===== src/rtl/raymarch_pixel_scheduler.sv =====
// Raster-order pixel scheduler between frame control, the raymarcher and the framebuffer write port.
// Optional per-pixel WAIT timeout enabled by defining RM_TIMEOUT_EN.
module raymarch_pixel_scheduler #(
  parameter int unsigned WIDTH          = 300,
  parameter int unsigned HEIGHT         = 300,
  parameter int unsigned ADDR_W         = 17,
  parameter int unsigned TIMEOUT_CYCLES = 4096,
  parameter logic [23:0] TIMEOUT_COLOR  = 24'hFF00FF
) (
  input  logic              clk_pixel_in,
  input  logic              rst_in,
  input  logic              frame_start_in,
  input  logic              abort_in,
  output logic [15:0]       curr_x,
  output logic [15:0]       curr_y,
  output logic              pixel_start_out,
  input  logic              pixel_done_in,
  input  logic [7:0]        red_in,
  input  logic [7:0]        green_in,
  input  logic [7:0]        blue_in,
  output logic [ADDR_W-1:0] fb_addr_out,
  output logic [23:0]       fb_data_out,
  output logic              fb_we_out,
  input  logic              fb_ready_in,
  output logic              busy_out,
  output logic              frame_done_out
);

  typedef enum logic [2:0] {S_IDLE, S_ISSUE, S_WAIT, S_WRITE, S_DONE} state_t;

  // Elaboration-time sanity check of the frame geometry and timeout setup.
  if ((WIDTH < 1) || (HEIGHT < 1) || (WIDTH > 65536) || (HEIGHT > 65536) ||
      (TIMEOUT_CYCLES < 1) ||
      ((64'(1) << ADDR_W) < (64'(WIDTH) * 64'(HEIGHT)))) begin : g_bad_cfg
    $error("raymarch_pixel_scheduler: bad configuration (timeout colour %h)", TIMEOUT_COLOR);
  end

  state_t            state, state_d;
  logic [15:0]       x_d, y_d;
  logic [ADDR_W-1:0] addr_d;
  logic [23:0]       data_d;
  logic              last_x, last_y, tmo_hit;

  assign last_x = (curr_x == 16'(WIDTH - 1));
  assign last_y = (curr_y == 16'(HEIGHT - 1));

`ifdef RM_TIMEOUT_EN
  localparam int unsigned CNT_W = $clog2(TIMEOUT_CYCLES + 1);
  logic [CNT_W-1:0] wait_cnt;

  assign tmo_hit = (wait_cnt == CNT_W'(TIMEOUT_CYCLES - 1));

  // Counts cycles spent in WAIT; zero on every entry into WAIT.
  always_ff @(posedge clk_pixel_in or posedge rst_in) begin
    if (rst_in)                wait_cnt <= '0;
    else if (state != S_WAIT)  wait_cnt <= '0;
    else                       wait_cnt <= wait_cnt + CNT_W'(1);
  end
`else
  assign tmo_hit = 1'b0;
`endif

  // Next-state and datapath update; abort overrides everything outside IDLE.
  always_comb begin
    state_d = state;
    x_d     = curr_x;
    y_d     = curr_y;
    addr_d  = fb_addr_out;
    data_d  = fb_data_out;
    case (state)
      S_IDLE: begin
        if (frame_start_in) begin
          x_d     = '0;
          y_d     = '0;
          addr_d  = '0;
          state_d = S_ISSUE;
        end
      end
      S_ISSUE: state_d = S_WAIT;
      S_WAIT: begin
        if (pixel_done_in) begin
          data_d  = {red_in, green_in, blue_in};
          state_d = S_WRITE;
        end else if (tmo_hit) begin
          data_d  = TIMEOUT_COLOR;
          state_d = S_WRITE;
        end
      end
      S_WRITE: begin
        if (fb_ready_in) begin
          if (last_x && last_y) begin
            state_d = S_DONE;
          end else begin
            addr_d  = fb_addr_out + ADDR_W'(1);
            state_d = S_ISSUE;
            if (last_x) begin
              x_d = '0;
              y_d = curr_y + 16'd1;
            end else begin
              x_d = curr_x + 16'd1;
            end
          end
        end
      end
      S_DONE:  state_d = S_IDLE;
      default: state_d = S_IDLE;
    endcase
    if (abort_in && (state != S_IDLE)) begin
      state_d = S_IDLE;
      x_d     = curr_x;
      y_d     = curr_y;
      addr_d  = fb_addr_out;
      data_d  = fb_data_out;
    end
  end

  // State and registered outputs; strobes are decoded from the next state.
  always_ff @(posedge clk_pixel_in or posedge rst_in) begin
    if (rst_in) begin
      state           <= S_IDLE;
      curr_x          <= '0;
      curr_y          <= '0;
      fb_addr_out     <= '0;
      fb_data_out     <= '0;
      pixel_start_out <= 1'b0;
      fb_we_out       <= 1'b0;
      busy_out        <= 1'b0;
      frame_done_out  <= 1'b0;
    end else begin
      state           <= state_d;
      curr_x          <= x_d;
      curr_y          <= y_d;
      fb_addr_out     <= addr_d;
      fb_data_out     <= data_d;
      pixel_start_out <= (state_d == S_ISSUE);
      fb_we_out       <= (state_d == S_WRITE);
      busy_out        <= (state_d != S_IDLE);
      frame_done_out  <= (state_d == S_DONE);
    end
  end

endmodule


===== config.mk =====
export PLATFORM = sky130hd
export DESIGN_NAME = raymarch_pixel_scheduler
export DESIGN_NICKNAME = d
export VERILOG_FILES = /design/src/rtl/raymarch_pixel_scheduler.sv
export SDC_FILE = /design/constraint.sdc
export NUM_CORES = 1
export LEC_CHECK = 0
export BUFFER_PORTS_ARGS = -buffer_cell sky130_fd_sc_hd__buf_2
export CORE_MARGIN = 2
export CORE_UTILIZATION = 30
export DETAILED_ROUTE_END_ITERATION = 8
export GPL_ROUTABILITY_DRIVEN = 0
export HOLD_SLACK_MARGIN = 0.03
export SLEW_MARGIN = 30
export SYNTH_ARGS = -nofsm -noshare
export SYNTH_HDL_FRONTEND = slang
export SYNTH_SLANG_ARGS = --single-unit

===== constraint.sdc =====
create_clock -name clk_pixel_in -period 4.4 [get_ports clk_pixel_in]
set_input_delay 0.88 -clock clk_pixel_in [delete_from_list [all_inputs] [get_ports clk_pixel_in]]
set_output_delay 0.88 -clock clk_pixel_in [all_outputs]
set_load 0.01 [all_outputs]

==> results of run 1 <==
-- final cells by class --
type / instances / share of cell area (%)
sequential: 80 / 40.2
multi-input combinational: 274 / 37.8
timing repair buffer: 109 / 11.2
clock buffer: 12 / 4.74
tap: 176 / 4.42
clock inverter: 4 / 0.903
inverter: 8 / 0.703
-- cells in the final DEF, fill, tap and decap left out, types with 2 or more instances in the layout --
cell / count
buf_2: 106
dfrtp_1: 80
nor2_1: 30
nand2_1: 29
mux2_2: 27
a21oi_1: 17
nand4_1: 13
o31ai_1: 13
nand3_1: 12
o21ai_0: 11
and3_1: 10
o211ai_1: 10
or3_1: 9
or4_1: 9
clkbuf_16: 9
nor4_1: 8
xnor2_1: 8
inv_1: 7
xor2_1: 6
nor3_1: 5
and2_1: 5
nor4b_1: 3
and4_1: 3
nor4bb_1: 3
nor3b_1: 3
a31oi_1: 3
ha_1: 3
clkinv_2: 3
clkbuf_1: 3
o21ai_1: 2
a2111oi_2: 2
a41o_1: 2
a2111oi_0: 2
a31o_2: 2
buf_4: 2
-- state kept, by name, summed over array words and instances (netlist names), 3 cells and up --
signal / count
fb_data_out: 24
fb_addr_out: 17
curr_x: 16
curr_y: 16
state: 3
-- routing by layer --
layer,up-vias,global-route usage (%),wire [um]
li1,1638,-,-
met5,-,0,0
met4,0,4.84,143
met2,90,26.3,5230
met1,1707,18.6,4730
met3,12,4.45,557
-- through the flow --
| stage | worst slack, ps | cell area (um^2) | utilization (%) | hold WS, ps |
|---|---|---|---|---|
| floorplan | 1470 | 3980 | - | 535 |
| global placement | 1190 | 4690 | 35.8 | 484 |
| detailed placement | 1100 | 4700 | 36.0 | 488 |
| CTS | 1460 | 4990 | 38.1 | 500 |
| global route | 1300 | 4990 | 38.1 | 506 |
| finish | 1440 | 4990 | 38.1 | 498 |
-- power groups by stage --
stage	Combinational, mW	Sequential [mW]	Clock [mW]
6_report	0.432	0.938	0.730
4_1_cts	0.440	0.938	0.750
5_1_grt	0.475	0.957	0.781
3_3_place_gp	0.426	0.944	0
3_5_place_dp	0.440	0.946	0
2_1_floorplan	0.200	0.993	0
-- how the worst max path moves through the flow --
| stage | endpoint | slack, ps |
|---|---|---|
| CTS | curr_y[0] | 1460 |
| global route | curr_x[2] | 1300 |
| finish | curr_y[0] | 1440 |
| detailed placement | curr_y[0] | 1100 |
| floorplan | busy_out | 1470 |
| global placement | curr_y[0] | 1190 |
-- worst max-delay path, stage by stage --
cell and delay [ps]:
buf_2 90, or4b_1 780, o21ai_2 230, o21ai_1 180, nor2_2 610, mux2_2 400
-- cell families (layout without fill, tap and decap cells) --
kind of cell	after synthesis	after routing	synth area share, %
AND/OR/NAND/NOR	153	153	21.9
flip-flops	80	80	50.3
AO/OA/AOI/OAI	77	77	13.8
multiplexers	27	27	7.64
buffers and inverters	21	133	2.26
XOR/XNOR	14	14	3.08
adder cells (fa/ha/maj)	3	3	0.943
==> metrics, run 1 <==
status=finished, final reports clean; post-route ant nets=0; CTS buffer count=9; CP Max Fanout=18; Post-CTS Setup Bufs=0; FF-to-FF path depth=5; Pwr Total=2.10 mW; Core Area=13100 um^2; Root Buffer=clkbuf_16; R2R Setup Slk=1450 ps; Post-Syn Nets=408; clock-pin slew on the worst setup and hold paths=60 ps; largest net degree at the start of global routing=62; Synth top cells by count=dfrtp_1 (80), nor2_1 (30), nand2_1 (29); Slew Limit Fails=0; DRC viols=0; Synth area leaders=dfrtp_1 (50%), mux2_2 (7.6%), nor2_1 (2.8%); die width=119 um; Rows=42; Final HPWL DP=around 7500 um; min-delay src=fb_data_out[7]; sequential power share=between 40 and 50%; Cells after DPL=647; hold path cells=1; H-tree Lvls=3; Initial DRC Count=249; final setup TNS=0 ps; R2R Path Start=state[2]; area grow syn2layout=25.3%; Switching Fraction=around 28%; nets=around 520; Post-Syn Instances=between 300 and 400; Worst EP arrival=approximately 3200 ps; CTS tree=yes; Top Ports=107; Yosys Warn Count=0; max-cap violation count=0; cell accounting for the most synthesized area=dfrtp_1; Async SR Flop Fraction=100%; Lkg Pwr=2.29 nW; top-count cell post-synth=dfrtp_1; number of enable flip-flop cells after synthesis=0; Final Hold Vio Count=0; post-synthesis sequential area ratio=roughly half; hold endpoint=fb_data_out[7]; worst path required time=roughly 4600 ps; Final Skew=between 10 and 15 ps; headroom to the max-slew limit=between 40% and 50%; IO Port Bufs=106; Crit Path Class=in2reg; post-DR wirelength/cell=16.1 um; CTS Buffer Depth=2; Starting Density=between 30 and 40%; startpoint types=input pin; unrepaired setup endpoints after global routing=false; syn_area_per_cell=10.6 um^2; CP Capture Type=flip-flop; GRT Total Usage=between 10% and 20%; CP startpoint=frame_start_in; min-delay worst type=reg2reg; fin crit share=approximately two thirds; #FFs+latches synth=80; Post-CTS Resized=0; global-route wire length before repair=~18000 um; First-pass DRT Iterations=4; Distinct cells, synth=58; Die Y=~120 um; CTS Hold Bufs=0; clock network fraction of total power=a little over a third; Fmax=337 MHz; Multi-input gate area=around 1900 um^2; layout cells sized above 1=between 30% and 40%; Avg Vias per Cell=just over 5; Netlist Area Pre-Place=3980 um^2; vias in the first global route=3502; register area=2000 um^2; via count=3447; Sw Pwr=roughly 0.60 mW; measured slew at the worst slew-check pin=between 700 and 800 ps; Layout Cells excl Fill=663; combinational power share=around a fifth; CTS Sinks=80; final WL=about 11000 um; Pwr per Cell Area=around 420 nW/um^2; later-pin clock latency in the skew report=~340 ps; Yosys top cell area share=50.3%; total internal power=between 1.5 and 2 mW; grt ovf=0; Most used DFF post-synth=dfrtp_1; peak supply drop=roughly 0.00034 V; Final setup viols=0; fillers=roughly 1300; antenna cell count=0; initial antenna violation count=0; post-route minimum period=2960 ps; area of the die=about 14000 um^2; capturing point of the worst reg2reg path=curr_y[0]
Note: power is estimated with default switching activity, not from simulation.
==> run 2, diff against run 1 <==
==> constraint.sdc (replaced) <==
create_clock -name clk_pixel_in -period 2.4 [get_ports clk_pixel_in]
set_input_delay 0.48 -clock clk_pixel_in [delete_from_list [all_inputs] [get_ports clk_pixel_in]]
set_output_delay 0.48 -clock clk_pixel_in [all_outputs]
set_load 0.01 [all_outputs]
==> run 2 against run 1 <==
Against the previous run:
- clock-buffer cell count grew 2
- first-iteration DRC count shrank 39%
- core utilization increased by 2.0 points
- power increased by 84%
- design area up 5.2%
- register-to-register slack lost 1300 ps
- die area unchanged
- final cell count is 4.4% higher
- sequential power up 81%
- global-route usage rose by 0.37 points
- routed wire length grew 3.1%
- critical path depth increased by 2
- largest power group unchanged
==> metrics, run 2 (synthesized netlist as in run 1, its figures left out) <==
R2R Setup Slk=150 ps; sequential power share=~44%; Sw Pwr=1.10 mW; fin crit share=between 90% and 100%; largest net degree at the start of global routing=81; CTS buffer count=9; antenna cell count=0; max-cap violation count=0; Die Y=about 120 um; Top Ports=between 100 and 150; layout cells sized above 1=roughly two fifths; global-route wire length before repair=17900 um; FF-to-FF path depth=8; CTS tree=yes; CP startpoint=curr_x[1]; Starting Density=a little under a third; Critical Path Sink=curr_x[8]; measured slew at the worst slew-check pin=~660 ps; Core Util, Final=around two fifths; min-delay worst type=in2async; later-pin clock latency in the skew report=approximately 340 ps; worst path required time=between 2000 and 3000 ps; Fmax=444 MHz; Layout Cells excl Fill=roughly 690; status=finished, final reports clean; hold_ws=approximately 250 ps; initial antenna violation count=0; Root Buffer=clkbuf_16; vias in the first global route=3496; Post-CTS Setup Bufs=0; startpoint types=flip-flop; Area after DPL=about 5000 um^2; die width=119 um; post-route ant nets=0; Final Skew=~7.4 ps; total internal power=around 2.8 mW; Avg Vias per Cell=slightly above 5; First-pass DRT Iterations=4; most frequent cells in the layout=buf_2 (106), dfrtp_1 (80), buf_4 (31); area of the die=roughly 14000 um^2; final WL=around 11000 um; final instance area=about 5200 um^2; Pwr per Cell Area=737 nW/um^2; grt ovf=0; DRC viols=0; Cells after DPL=676; Core Area=about 13000 um^2; post-DR wirelength/cell=15.9 um; Largest regs=fb_data_out x24, fb_addr_out x17; nets=544; capturing point of the worst reg2reg path=curr_x[8]; CP Max Fanout=10; Switching Fraction=between 20% and 30%; post-route minimum period=roughly 2300 ps; most common cell after layout, fill and taps aside=buf_2; register with the most flip-flops=fb_data_out; R2R Path Start=curr_x[1]; headroom to the max-slew limit=roughly 56%; clock-pin slew on the worst setup and hold paths=around 60 ps; H-tree Lvls=3; Final Hold Vio Count=0; Final setup viols=0; Lkg Pwr=between 2 and 2.5 nW; Worst EP arrival=approximately 2500 ps; area grow syn2layout=31.9%; CTS Hold Bufs=0; Initial DRC Count=153; CP Capture Type=flip-flop; Slew Limit Fails=0; final setup TNS=0 ps; clock network fraction of total power=34.2%; CTS Sinks=80; GRT Total Usage=between 10% and 20%; max reg flops=24; IO Port Bufs=106; combinational power share=around 22%; Final HPWL DP=a little under 8000 um; Crit Path Class=reg2reg; CTS Buffer Depth=2; peak supply drop=roughly 0.00047 V; via count=3570; Rows=42
run 2: cell types whose count changed in the layout (fill, tap and decap cells not counted), moves of 2 or more:
cell	previous run	this run
buf_4	2	31
clkbuf_8	0	3
clkinv_2	3	1
clkinvlp_4	0	2
run 2: critical path, stage by stage (launching register included):
cell and delay [ps]:
dfrtp_1 380, ha_1 250, nor4b_4 250, nand4_1 200, buf_4 210, nor3_1 410
nor2_4 140, buf_4 200, a21oi_1 130
run 2: metrics by stage:
stage	setup WS (ps)	total power, mW
detailed placement	35.9	2.57
CTS	11.0	3.92
global route	-6.83	4.06
floorplan	213	2.19
global placement	143	2.54
finish	149	3.87
run 2: cell type report:
class / count / area, um^2
Fill cell: 1275 / 7840
Sequential cell: 80 / 2000
Multi-Input combinational cell: 274 / 1920
Timing Repair Buffer: 138 / 783
Clock buffer: 14 / 274
Tap cell: 176 / 220
Inverter: 8 / 33.8
Clock inverter: 2 / 12.5
run 2: layer usage:
layer  share of wire (%)  track usage (%)
met5                   0                0
met3                 5.8             4.21
met4                 1.6             6.18
met2                  46             24.2
met1                  46             21.1
run 2: worst min-delay path by stage:
stage | slack (ps) | startpoint | to | depth (start not counted)
2_1_floorplan | 540 | fb_addr_out[15] | fb_addr_out[15] | 1
3_3_place_gp | 480 | fb_data_out[15] | fb_data_out[15] | 1
3_5_place_dp | 490 | fb_data_out[0] | fb_data_out[0] | 1
4_1_cts | 270 | rst_in | curr_x[4] | 3
5_1_grt | 300 | rst_in | fb_addr_out[3] | 3
6_report | 250 | rst_in | curr_x[4] | 3
run 2: what timing repair did:
item	CTS	global route
setup endpoints to repair	0	20
resized for setup	0	5
hold endpoints to repair	0	0
run 2: power groups by stage:
| stage | clock network (mW) | logic (mW) | registers (mW) |
|---|---|---|---|
| 2_1_floorplan | 0 | 0.367 | 1.82 |
| 3_3_place_gp | 0 | 0.831 | 1.71 |
| 3_5_place_dp | 0 | 0.852 | 1.72 |
| 4_1_cts | 1.36 | 0.850 | 1.71 |
| 5_1_grt | 1.41 | 0.913 | 1.74 |
| 6_report | 1.32 | 0.841 | 1.70 |
==> run 3, diff against run 2 <==
--- a/config.mk
+++ b/config.mk
@@ -6,7 +6,6 @@
 export NUM_CORES = 1
 export LEC_CHECK = 0
 export BUFFER_PORTS_ARGS = -buffer_cell sky130_fd_sc_hd__buf_2
-export CORE_MARGIN = 2
 export CORE_UTILIZATION = 30
 export DETAILED_ROUTE_END_ITERATION = 8
 export GPL_ROUTABILITY_DRIVEN = 0
==> constraint.sdc (replaced) <==
create_clock -name clk_pixel_in -period 2.4 [get_ports clk_pixel_in]
set_input_delay 0.48 -clock clk_pixel_in [delete_from_list [all_inputs] [get_ports clk_pixel_in]]
set_output_delay 0.48 -clock clk_pixel_in [all_outputs]
set_load 0.1 [all_outputs]
==> run 3 against run 2 <==
Against the previous run:
- hold slack got worse by 65 ps
- setup slack gained 22 ps
- combinational power rose to 2.9 times the previous value
- sequential power hardly changed
- final cell count decreased by 0.87%
- first-iteration DRC count increased by 38%
==> metrics, run 3 (synthesized netlist as in run 1, its figures left out) <==
Final Skew=between 6 and 7 ps; Cells after DPL=670; CP Max Fanout=6; Rows=41; IO Port Bufs=roughly 110; most frequent cells in the layout=buf_2 (106), dfrtp_1 (60), nor2_1 (30); min-delay worst type=in2async; clock-pin slew on the worst setup and hold paths=60 ps; Avg Vias per Cell=approximately 5.1; H-tree Lvls=3; headroom to the max-slew limit=between 50 and 60%; global-route wire length before repair=around 17000 um; R2R Path Start=curr_x[0]; Sw Pwr=2.71 mW; fillers=roughly 1300; initial antenna violation count=0; max reg flops=24; status=finished, final reports clean; Largest regs=fb_data_out x24, fb_addr_out x17; grt ovf=0; final setup TNS=0 ps; nets=between 500 and 600; antenna cell count=0; final WL=about 11000 um; CTS Sinks=80; Switching Fraction=49.7%; Fmax=~450 MHz; final instance area=approximately 5300 um^2; Lkg Pwr=2.39 nW; post-route ant nets=0; CTS buffer count=9; layout cells sized above 1=between 40% and 50%; Final setup viols=0; fin crit share=about 93%; register area=a little over 2000 um^2; CP startpoint=curr_x[0]; Layout Cells excl Fill=686; Core Area=between 10000 and 15000 um^2; First-pass DRT Iterations=4; total internal power=2.74 mW; combinational power share=between 40 and 50%; Slowest cell on crit path=or4_1; Root Buffer=clkbuf_16; worst setup margin=between 150 and 200 ps; peak supply drop=0.000694 V; Worst EP arrival=between 2000 and 2500 ps; Top Ports=~110; post-DR wirelength/cell=roughly 16 um; CP peak stage delay=480 ps; largest net degree at the start of global routing=50; crit path cell chain=ha_4 -> nor4b_2 -> nand4_1 -> a211o_1 -> or4_1 -> a21oi_1; hold_ws=approximately 180 ps; DRC viols=0; Slew Limit Fails=0; worst path required time=around 2700 ps; startpoint types=flip-flop; CP Capture Type=flip-flop; post-route minimum period=~2200 ps; Pwr per Cell Area=approximately 1000 nW/um^2; GRT Total Usage=~17%; Multi-input gate area=~1900 um^2; Core Util, Final=around 40%; via count=~3500; die width=roughly 120 um; Initial DRC Count=around 210; vias in the first global route=~3300; Final Hold Vio Count=0; most common cell after layout, fill and taps aside=buf_2; Pwr Total=~5.5 mW; Crit Path Class=reg2reg; CTS tree=yes; Area after DPL=~5000 um^2; later-pin clock latency in the skew report=roughly 340 ps; sequential power share=between 30% and 40%; clock network fraction of total power=around a quarter; Die Y=approximately 120 um; max-cap violation count=0; CTS Buffer Depth=2; measured slew at the worst slew-check pin=648 ps; area grow syn2layout=32.0%; unrepaired setup endpoints after global routing=false; dpl ws=55.9 ps; register with the most flip-flops=fb_data_out; Final HPWL DP=~8000 um; Post-CTS Setup Bufs=0; Starting Density=a little under a third; area of the die=~14000 um^2
-- run 3: final timing paths --
kind,end,slack (ps),depth (start not counted)
setup / recovery,curr_y[14],170,6
hold / removal,fb_data_out[5],180,2
setup reg to reg,curr_y[14],170,6
hold reg to reg,fb_data_out[23],500,1
max in group asynchronous,curr_x[10],1370,4
min in group clk_pixel_in,fb_data_out[23],370,2
-- run 3: what timing repair did --
| item | in CTS | in global routing |
|---|---|---|
| hold buffers | 0 | 0 |
| resized for setup | 0 | 2 |
| setup endpoints to repair | 0 | 21 |
-- run 3: power by group through the flow --
stage          logic (mW)  registers, mW  clock network [mW]
4_1_cts              2.46           1.71                1.34
2_1_floorplan       0.372           3.37                   0
3_5_place_dp         2.45           1.73                   0
6_report             2.44           1.70                1.31
3_3_place_gp         2.43           1.72                   0
5_1_grt              2.54           1.73                1.39
-- run 3: cell type report --
cell class	count	share of cell area, %
Timing Repair Buffer	136	14.6
Clock inverter	3	0.357
Inverter	8	0.643
Sequential cell	80	38.7
Clock buffer	13	4.95
Multi-Input combinational cell	274	36.6
Tap cell	172	4.10
-- run 3: worst max-delay path, delay by kind of cell (launching register included) --
family | cells | cell delay (ps)
fa+ha+maj | 1 | 150
compound gates | 2 | 570
flops | 1 | 440
simple gates | 3 | 990
-- run 3: per-layer routing --
metal / vias to the layer above / global-route usage (%) / wire [um] / share of wire, %
li1: 1692 / - / - / -
met1: 1736 / 23.4 / 5190 / 47
met2: 86 / 25.7 / 5200 / 47
met3: 10 / 2.83 / 441 / 4.0
met4: 0 / 6.41 / 126 / 1.1
met5: - / 0 / 0 / 0
